`config.mk`:
```
export PLATFORM = sky130hd
export DESIGN_NAME = activation_fifo
export DESIGN_NICKNAME = d
export VERILOG_FILES = /design/src/rtl/fifo_pkg.sv /design/src/rtl/fifo_mem.sv /design/src/rtl/activation_fifo.sv
export SDC_FILE = /design/constraint.sdc
export NUM_CORES = 1
export LEC_CHECK = 0
export ABC_AREA = 1
export CAP_MARGIN = 20
export CORE_ASPECT_RATIO = 0.6
export CORE_MARGIN = 2
export CORE_UTILIZATION = 56
export CTS_BUF_LIST = sky130_fd_sc_hd__clkbuf_8
export DETAILED_ROUTE_END_ITERATION = 10
export PLACE_DENSITY = 0.79
export SETUP_SLACK_MARGIN = 0.15
export SLEW_MARGIN = 20
export SYNTH_ARGS = -nofsm -noshare
export SYNTH_HDL_FRONTEND = slang
export SYNTH_HIERARCHICAL = 1
export SYNTH_SLANG_ARGS = --single-unit
```
`constraint.sdc`:
```
create_clock -name clk -period 2.5 [get_ports clk]
set_input_delay 0.5 -clock clk [delete_from_list [all_inputs] [get_ports clk]]
set_output_delay 0.5 -clock clk [all_outputs]
set_load 0.05 [all_outputs]
```
`src/rtl/fifo_pkg.sv`:
```
// fifo_pkg
//    Shared definitions for the activation FIFO. The phase codes below are
//    exported on the FIFO's `state` port. The cycle-breakdown profiler decodes
//    the same values, so these codes must stay fixed.
package fifo_pkg;

   localparam logic [1:0] ST_IDLE = 2'd0;
   localparam logic [1:0] ST_CALC = 2'd1;
   localparam logic [1:0] ST_DONE = 2'd2;

   typedef enum logic [1:0] {
      S_IDLE = ST_IDLE,
      S_CALC = ST_CALC,
      S_DONE = ST_DONE
   } fifo_state_e;

endpackage

```
`src/rtl/fifo_mem.sv`:
```
// fifo_mem
//    DEPTH x WIDTH register array with one write port and a combinational
//    read port. The contents are intentionally not reset.
//    Ports:
//       clk    - clock; the write occurs on the rising edge
//       we     - write enable
//       waddr  - write address
//       wdata  - write data
//       raddr  - read address
//       rdata  - read data, mem[raddr], combinational
module fifo_mem #(
   parameter int WIDTH = 16,
   parameter int DEPTH = 8,
   localparam int AW   = $clog2(DEPTH)
) (
   input  logic             clk,
   input  logic             we,
   input  logic [AW-1:0]    waddr,
   input  logic [WIDTH-1:0] wdata,
   input  logic [AW-1:0]    raddr,
   output logic [WIDTH-1:0] rdata
);

   logic [WIDTH-1:0] mem_r [DEPTH];

   // Storage write port
   always_ff @(posedge clk) begin
      if (we) begin
         mem_r[waddr] <= wdata;
      end
   end

   assign rdata = mem_r[raddr];

endmodule

```
`src/rtl/activation_fifo.sv`:
```
// activation_fifo
//    Single-batch buffer between two backpropagation layer stages. The FIFO
//    collects BATCH words from the producer and then drains them to the
//    consumer. It exports its phase (IDLE/CALC/DONE) and a print strobe that
//    pulses once every PRINT_EVERY completed batches.
//    Ports:
//       clk        - clock, all logic on the rising edge
//       rst        - synchronous active-low reset
//       in_valid   - producer word valid
//       in_ready   - FIFO accepts a word (IDLE/CALC)
//       in_data    - producer word
//       out_valid  - word available to consumer (DONE)
//       out_ready  - consumer accepts word
//       out_data   - head word mem[rd_ptr]
//       state      - registered phase code from fifo_pkg
//       print      - one-cycle strobe after every PRINT_EVERY-th drain
//       level      - words currently stored
module activation_fifo
   import fifo_pkg::*;
#(
   parameter int WIDTH       = 16,
   parameter int DEPTH       = 8,
   parameter int BATCH       = 8,
   parameter int PRINT_EVERY = 4,
   localparam int LW         = $clog2(DEPTH + 1)
) (
   input  logic             clk,
   input  logic             rst,
   input  logic             in_valid,
   output logic             in_ready,
   input  logic [WIDTH-1:0] in_data,
   output logic             out_valid,
   input  logic             out_ready,
   output logic [WIDTH-1:0] out_data,
   output logic [1:0]       state,
   output logic             print,
   output logic [LW-1:0]    level
);

   localparam int AW = $clog2(DEPTH);
   localparam int PW = (PRINT_EVERY > 1) ? $clog2(PRINT_EVERY) : 1;

   fifo_state_e      state_r,  state_nxt_s;
   logic [AW-1:0]    wr_ptr_r, wr_ptr_nxt_s;
   logic [AW-1:0]    rd_ptr_r, rd_ptr_nxt_s;
   logic [LW-1:0]    wr_cnt_r, wr_cnt_nxt_s;
   logic [LW-1:0]    rd_cnt_r, rd_cnt_nxt_s;
   logic [PW-1:0]    bcnt_r,   bcnt_nxt_s;
   logic             print_r,  print_nxt_s;
   logic             in_ready_r;
   logic             out_valid_r;
   logic [LW-1:0]    level_r;
   logic             wr_fire_s;
   logic             rd_fire_s;

   // In DONE, in_ready is low. In IDLE/CALC, out_valid is low.
   // As a result, the two transfers are mutually exclusive by construction.
   assign wr_fire_s = in_valid  & in_ready_r;
   assign rd_fire_s = out_ready & out_valid_r;

   // Next-state, pointer, count and batch-counter logic
   always_comb begin
      state_nxt_s  = state_r;
      wr_ptr_nxt_s = wr_ptr_r;
      rd_ptr_nxt_s = rd_ptr_r;
      wr_cnt_nxt_s = wr_cnt_r;
      rd_cnt_nxt_s = rd_cnt_r;
      bcnt_nxt_s   = bcnt_r;
      print_nxt_s  = 1'b0;
      case (state_r)
         S_IDLE, S_CALC: begin
            if (wr_fire_s) begin
               wr_ptr_nxt_s = wr_ptr_r + AW'(1);
               wr_cnt_nxt_s = wr_cnt_r + LW'(1);
               if (wr_cnt_r == LW'(BATCH - 1)) begin
                  state_nxt_s = S_DONE;
               end else begin
                  state_nxt_s = S_CALC;
               end
            end else begin
               state_nxt_s = state_r;
            end
         end
         S_DONE: begin
            if (rd_fire_s) begin
               rd_ptr_nxt_s = rd_ptr_r + AW'(1);
               if (rd_cnt_r == LW'(BATCH - 1)) begin
                  // Last word of the batch: the counts clear on the entry to IDLE.
                  state_nxt_s  = S_IDLE;
                  wr_cnt_nxt_s = LW'(0);
                  rd_cnt_nxt_s = LW'(0);
                  if (bcnt_r == PW'(PRINT_EVERY - 1)) begin
                     bcnt_nxt_s  = PW'(0);
                     print_nxt_s = 1'b1;
                  end else begin
                     bcnt_nxt_s  = bcnt_r + PW'(1);
                  end
               end else begin
                  rd_cnt_nxt_s = rd_cnt_r + LW'(1);
               end
            end else begin
               state_nxt_s = state_r;
            end
         end
         default: begin
            state_nxt_s = S_IDLE;
         end
      endcase
   end

   // Control registers. All outputs are registered from next-state values,
   // so they stay stable for the whole cycle.
   always_ff @(posedge clk) begin
      if (!rst) begin
         state_r     <= S_IDLE;
         wr_ptr_r    <= AW'(0);
         rd_ptr_r    <= AW'(0);
         wr_cnt_r    <= LW'(0);
         rd_cnt_r    <= LW'(0);
         bcnt_r      <= PW'(0);
         print_r     <= 1'b0;
         in_ready_r  <= 1'b1;
         out_valid_r <= 1'b0;
         level_r     <= LW'(0);
      end else begin
         state_r     <= state_nxt_s;
         wr_ptr_r    <= wr_ptr_nxt_s;
         rd_ptr_r    <= rd_ptr_nxt_s;
         wr_cnt_r    <= wr_cnt_nxt_s;
         rd_cnt_r    <= rd_cnt_nxt_s;
         bcnt_r      <= bcnt_nxt_s;
         print_r     <= print_nxt_s;
         in_ready_r  <= (state_nxt_s != S_DONE);
         out_valid_r <= (state_nxt_s == S_DONE);
         level_r     <= wr_cnt_nxt_s - rd_cnt_nxt_s;
      end
   end

   fifo_mem #(
      .WIDTH (WIDTH),
      .DEPTH (DEPTH)
   ) u_mem (
      .clk   (clk),
      .we    (wr_fire_s),
      .waddr (wr_ptr_r),
      .wdata (in_data),
      .raddr (rd_ptr_r),
      .rdata (out_data)
   );

   assign in_ready  = in_ready_r;
   assign out_valid = out_valid_r;
   assign state     = state_r;
   assign print     = print_r;
   assign level     = level_r;

endmodule

```
* Yosys cells after proc, flatten, opt, wreduce, memory -nomap -nowiden
Memory sizes are Yosys's and may differ from the RTL's. A register that Yosys moved wholly into a read port is not among the register bits.
Index checks and enable logic that the tools add are counted.
** Word-level totals
- RAM bits :: 128
- Output and inout port bits :: 25
- Flip-flop bits (word level) :: 25
- Bits in latches :: 0
- Word-level logic and storage cells :: 50
- Input bits :: 20
- Memories kept :: 1
- ROM bits :: 0
** Operators by class
- $lt $le $gt $ge :: 0
- Equal/unequal tests :: 7
- Reduce and logical (&&, ||, !) cells :: 6
- Shift-type cells :: 0
- Multiply operators :: 0
- Bitwise operators :: 2
- Add/subtract/negate cells :: 6
- Div/mod/pow operators :: 0
- Muxes and demuxes :: 18
** Memory list
- u_mem.mem_r :: depth 8, bits a word 16, read ports 1, clocked after memory_dff 1, wr ports 1, line fifo_mem.sv:24 : logic [WIDTH-1:0] mem_r [DEPTH];
** Operator list (count)
- $mux 4 :: 6
- $mux 2 :: 5
- $add 4x1->4 const B :: 2
- $eq 4x3->1 const B :: 2
- $pmux 4 s2 :: 1
- $add 3x1->3 const B :: 2
- $eq 2x2->1 const B :: 3
- $mux 3 :: 2
- $pmux 2 s2 :: 1
- $reduce_and 2->1 :: 2
- $reduce_and 4->1 :: 1
- $sub 4x4->4 :: 1
- $mux 1 :: 3
- $reduce_and 3->1 :: 1
- $add 2x1->2 const B :: 1
- $and 1x1->1 :: 2
- $eq 2x1->1 const B :: 1
- $logic_not 2->1 :: 1
- $ne 2x2->1 const B :: 1
- $reduce_or 2->1 :: 1

* Longest topological paths before layout
- Depth in word-level cells :: 5
- Mapped depth :: 14
- Depth with buffers taken out :: 14

* Modules after synthesis
The synthesis kept the hierarchy.
** By module, submodules not included
- fifo_mem :: instances 1, seq. area each 3843.7 um^2, cells an instance 571, area an instance 5669.2 um^2
- activation_fifo :: instances 1, seq. area each 500.5 um^2, cells an instance 153, area an instance 1173.6 um^2

* Worst setup path after synthesis
No wires, ideal clock.
- Path kind :: reg2reg
- Start point :: register state_r[1], in the netlist state[1]
- End point :: register level_r[2], in the netlist level[2]
- Clock period less this slack :: 2415 ps
- Cell stages (with the launch flop) :: 13
- Library setup time :: 129 ps
- Path slack :: 85 ps
- Buffers on the path :: 0
- Required time :: 2371 ps
- Arrival :: 2286 ps
- Cells stage by stage :: dfxtp_1 inv_2 nor2_4 inv_2 nor2_8 inv_2 or3_4 nand2_1 ha_1 inv_1 fa_1 xnor2_1 nor2_1
** Between the ends
- Elaborated cells on any way between the ends :: 7
- Those cells by class :: 1 x add/sub; 2 x eq/ne; 2 x mux; 2 x reduce/logical
** RTL lines
- from (decl) :: line activation_fifo.sv:43 : fifo_state_e state_r, state_nxt_s;
- from (signal assigned) :: line activation_fifo.sv:126 : state_r <= state_nxt_s;
- $eq 2x2->1 :: line activation_fifo.sv:70 : case (state_r)
- $mux 4 :: line activation_fifo.sv:70
- net rd_cnt_nxt_s[0] :: line activation_fifo.sv:47 : logic [LW-1:0] rd_cnt_r, rd_cnt_nxt_s;
- $sub 4x4->4 :: line activation_fifo.sv:135 : level_r <= wr_cnt_nxt_s - rd_cnt_nxt_s;
- to (signal assigned) :: line activation_fifo.sv:135
- to (decl) :: line activation_fifo.sv:52 : logic [LW-1:0] level_r;
The timed path passes the listed nets, and every way through them passes these cells.
A chain may end at the register's enable or synchronous reset.

==> run summary <==
====================================================================================
FILL cells                                                                       900
Total number of nets in the final design                                         827
Slew Limit Fails                                                                   0
Leakage power total                                                          3.71 nW
Count of cell types in the netlist                                                29
Post-Synthesis Cells                                                             724
Total power per unit cell area                                            610 nW/µm²
Hold Fails Final Rpt                                                               0
Die Wd                                                                        147 µm
Crit path max-delay family                                              buffers and inverters
Initial antenna violation count                                                    0
Internal reg-to-reg setup slack                                              0.34 ns
Worst setup SP type                                                        flip-flop
Total of endpoints with negative setup slack in the final report                   0
Routed wire length                                                           15.0 mm
Minimum clock period after layout                                            2.23 ns
Dpl hpwl                                                                     9.14 mm
Measured slew at the worst slew-check pin                                   0.534 ns
Clock latency on the worst-skew pair                                         0.45 ns
Sequential element share of the synthesized area                               0.635
Cell with the most instances on the worst path                               nand2_1
Critical path peak fanout                                                         34
First DRT Iteration DRCs                                                         438
1st-pass router iterations                                                         5
Weighted congestion at the end of routability-driven global placement          0.860
Worst min-delay path startpoint                                          wr_ptr_r[2]
ANT nets after route                                                               0
Worst clock skew on the final layout                                       0.0107 ns
Grt total ovfl                                                                     0
TritonCTS clock tree                                                            done
Reg clk slew, reported paths                                                 0.08 ns
Number of sinks on the clock net                                                 153
Global Route Usage Sum                                                         0.239
Number of buffer cells added on primary ports                                     44
Maximum number of buffers from clock root to sink                                  2
Number of buffers added to fix hold violations after cts                           0
End of the worst register-to-register path                                  level[2]
Global-route wire length before repair                                       23.5 mm
Critical path buffer and inverter count                                            2
Core region area                                                           12000 µm²
Cell-by-cell trace of the critical path                                 buf_8 -> nand3_1 -> nand2_1 -> nand2_1 -> nand2_1 -> buf_4
Number of buffers created by CTS                                                  17
Count of pins on the block boundary                                               45
Startpoint of the lowest-slack register-to-register path                 rd_cnt_r[0]
Height of the die                                                            89.6 µm
Critical-path cell with the highest stage delay                              dfxtp_1
Number of enable flip-flop cells after synthesis                                 128
Worst-case hold path end point                                           wr_ptr_r[2]
Worst Hold Path Cells                                                              2
Worst Path Arrival                                                           1.73 ns
Outcome                                                                    completed
Max cap viols                                                                      0
Reg2reg path depth                                                                12
CP max stage delay                                                           0.41 ns
Inserted Diodes                                                                    0
Kind of end point of the critical path                                    output pin
Unrepaired setup endpoints after global routing                                  yes
Worst path setup slack after routing                                        0.267 ns
F_max                                                                        448 MHz
DRC Markers                                                                        0
P&R area growth vs syn                                                         17.2%
Total via count after detailed routing                                          4940
CTS H-Tree Depth                                                                   4
Hold/Removal Path Class                                                      reg2reg
Fraction of the cycle the final worst path needs                               0.893
Area enclosed by the die boundary                                          13100 µm²
DR WL/cell                                                                   15.4 µm
Required time at the worst-slack endpoint                                    2.00 ns
Pin count of the biggest net entering global routing                              65
#FFs+latches synth                                                               153
Avg Synthesized Cell Area                                                   9.45 µm²
Combined area of all synthesized cells                                      6840 µm²
Final total power                                                            4.89 mW
Routed vias/inst                                                                5.06
Starting utilization of the core area                                          0.571
Worst setup path class                                                       reg2out
Top_reg_cell synth                                                          edfxtp_1
Mapped Nets                                                                      753
Yosys warning count                                                                6
Slew headroom                                                                  0.643
Share of cells above drive strength 1                                          0.120
Max VDD drop                                                                0.456 mV
# rows                                                                            31
Clock Tree Root                                                             clkbuf_8
Worst slack at placement                                                   -0.180 ns
Share of synthesized registers carrying an async set or reset                      0
Share of the core filled with cells in the final layout                        0.669
Number of global-route vias before repair                                       4724
====================================================================================
how the worst max path moves through the flow:
stage | from | end | slack (ns) | cells after the start
floorplan | state[1] | level[2] | 0.28 | 12
global route | rd_ptr_r[0] | out_data[2] | 0.14 | 7
global placement | out_ready | level[3] | -0.11 | 14
CTS | rd_ptr_r[2] | out_data[2] | 0.17 | 4
finish | rd_ptr_r[1] | out_data[2] | 0.27 | 6
detailed placement | out_ready | level[2] | -0.18 | 13
flip-flops by register name (all words and copies together), names as in the netlist:
name         flops
u_mem/mem_r    128
level            4
rd_cnt_r         4
wr_cnt_r         4
rd_ptr_r         3
wr_ptr_r         3
bcnt_r           2
state            2
in_ready         1
out_valid        1
print            1
metrics by stage:
stage | cells | area, µm² | setup TNS [ns] | hold slack (ns)
6_report | 976 | 8020 | 0 | 0.506
3_5_place_dp | 942 | 7600 | -0.413 | 0.493
5_1_grt | 976 | 8020 | 0 | 0.537
3_3_place_gp | 942 | 7600 | -0.216 | 0.469
4_1_cts | 975 | 7970 | 0 | 0.504
2_1_floorplan | 724 | 6850 | 0 | 0.431
worst register-to-register path, cell delays in order (launching register included):
cell and delay (ns):
dfxtp_1 0.39, ha_1 0.21, nand2_1 0.08, nor2_2 0.16, nand2_2 0.12, nand3_1 0.08
o21ai_1 0.06, inv_1 0.10, ha_1 0.18, inv_1 0.06, fa_1 0.39, xnor2_1 0.17
nor2_1 0.05
logic make-up after synthesis:
family,count (synthesis),synth area share
AND/OR/NAND/NOR,357,0.215
buffers and inverters,181,0.111
flip-flops,153,0.635
AO/OA/AOI/OAI,22,0.0185
adder cells (fa/ha/maj),9,0.0176
XOR/XNOR,2,0.00256
power by group:
part	switching, mW	leakage [nW]	internal, mW
Sequential	0.0190	1.37	2.82
Clock	0.935	0.177	0.785
Combinational	0.224	2.16	0.113
layer usage:
layer,global-route usage,share of wire
met4,0.0803,0.012
met1,0.333,0.45
met5,0,0
met2,0.382,0.46
met3,0.0545,0.082
synthesized netlist by cell type, types with 2 or more instances:
cell type,count,area [µm²]
nand2_1,246,923
inv_1,152,571
edfxtp_1,128,3840
nand3_1,74,370
nor2_1,30,113
dfxtp_1,25,500
buf_2,12,60.1
a21oi_1,8,40.0
ha_1,8,100
o21ai_0,8,40.0
buf_6,7,78.8
buf_4,4,30.0
inv_2,4,15.0
a211oi_1,2,15.0
clkbuf_1,2,7.51
layout make-up:
cell class	count	area [µm²]	area share
clock inverters	15	128	0.0159
flip-flops and latches	153	4350	0.542
inverters	156	593	0.0740
multi-input cells	390	1740	0.217
repair buffers	80	766	0.0955
clock buffers	17	234	0.0292
well taps	165	206	0.0257
timing repair:
action | 4_1_cts | 5_1_grt
resized for setup | 2 | 7
pin swaps | 0 | 1
cloned | 0 | 1
setup buffers | 1 | 0
endpoints found under the setup margin | 9 | 12
cell usage in the layout (no fill, tap or decap):
cell,count
nand2_1,245
inv_1,152
edfxtp_1,128
nand3_1,74
buf_4,43
nor2_1,29
clkdlybuf4s50_1,28
dfxtp_1,21
clkbuf_8,17
o21ai_0,8
a21oi_1,8
ha_1,8
clkinvlp_4,6
buf_12,5
inv_2,4
inv_6,4
dfxtp_2,4
nand2_2,2
a211oi_1,2
clkinv_4,2
clkinv_1,2
buf_6,2
nor2_4,1
nor2_8,1
nor2_2,1
nor3_1,1
or3_4,1
o21ai_1,1
xor2_1,1
nand4_1,1
o21bai_1,1
xnor2_1,1
nor4_1,1
a21oi_2,1
o211a_1,1
fa_1,1
bufinv_16,1
clkbuf_16,1
buf_8,1
No activity file was read; power rests on OpenSTA's default activity.
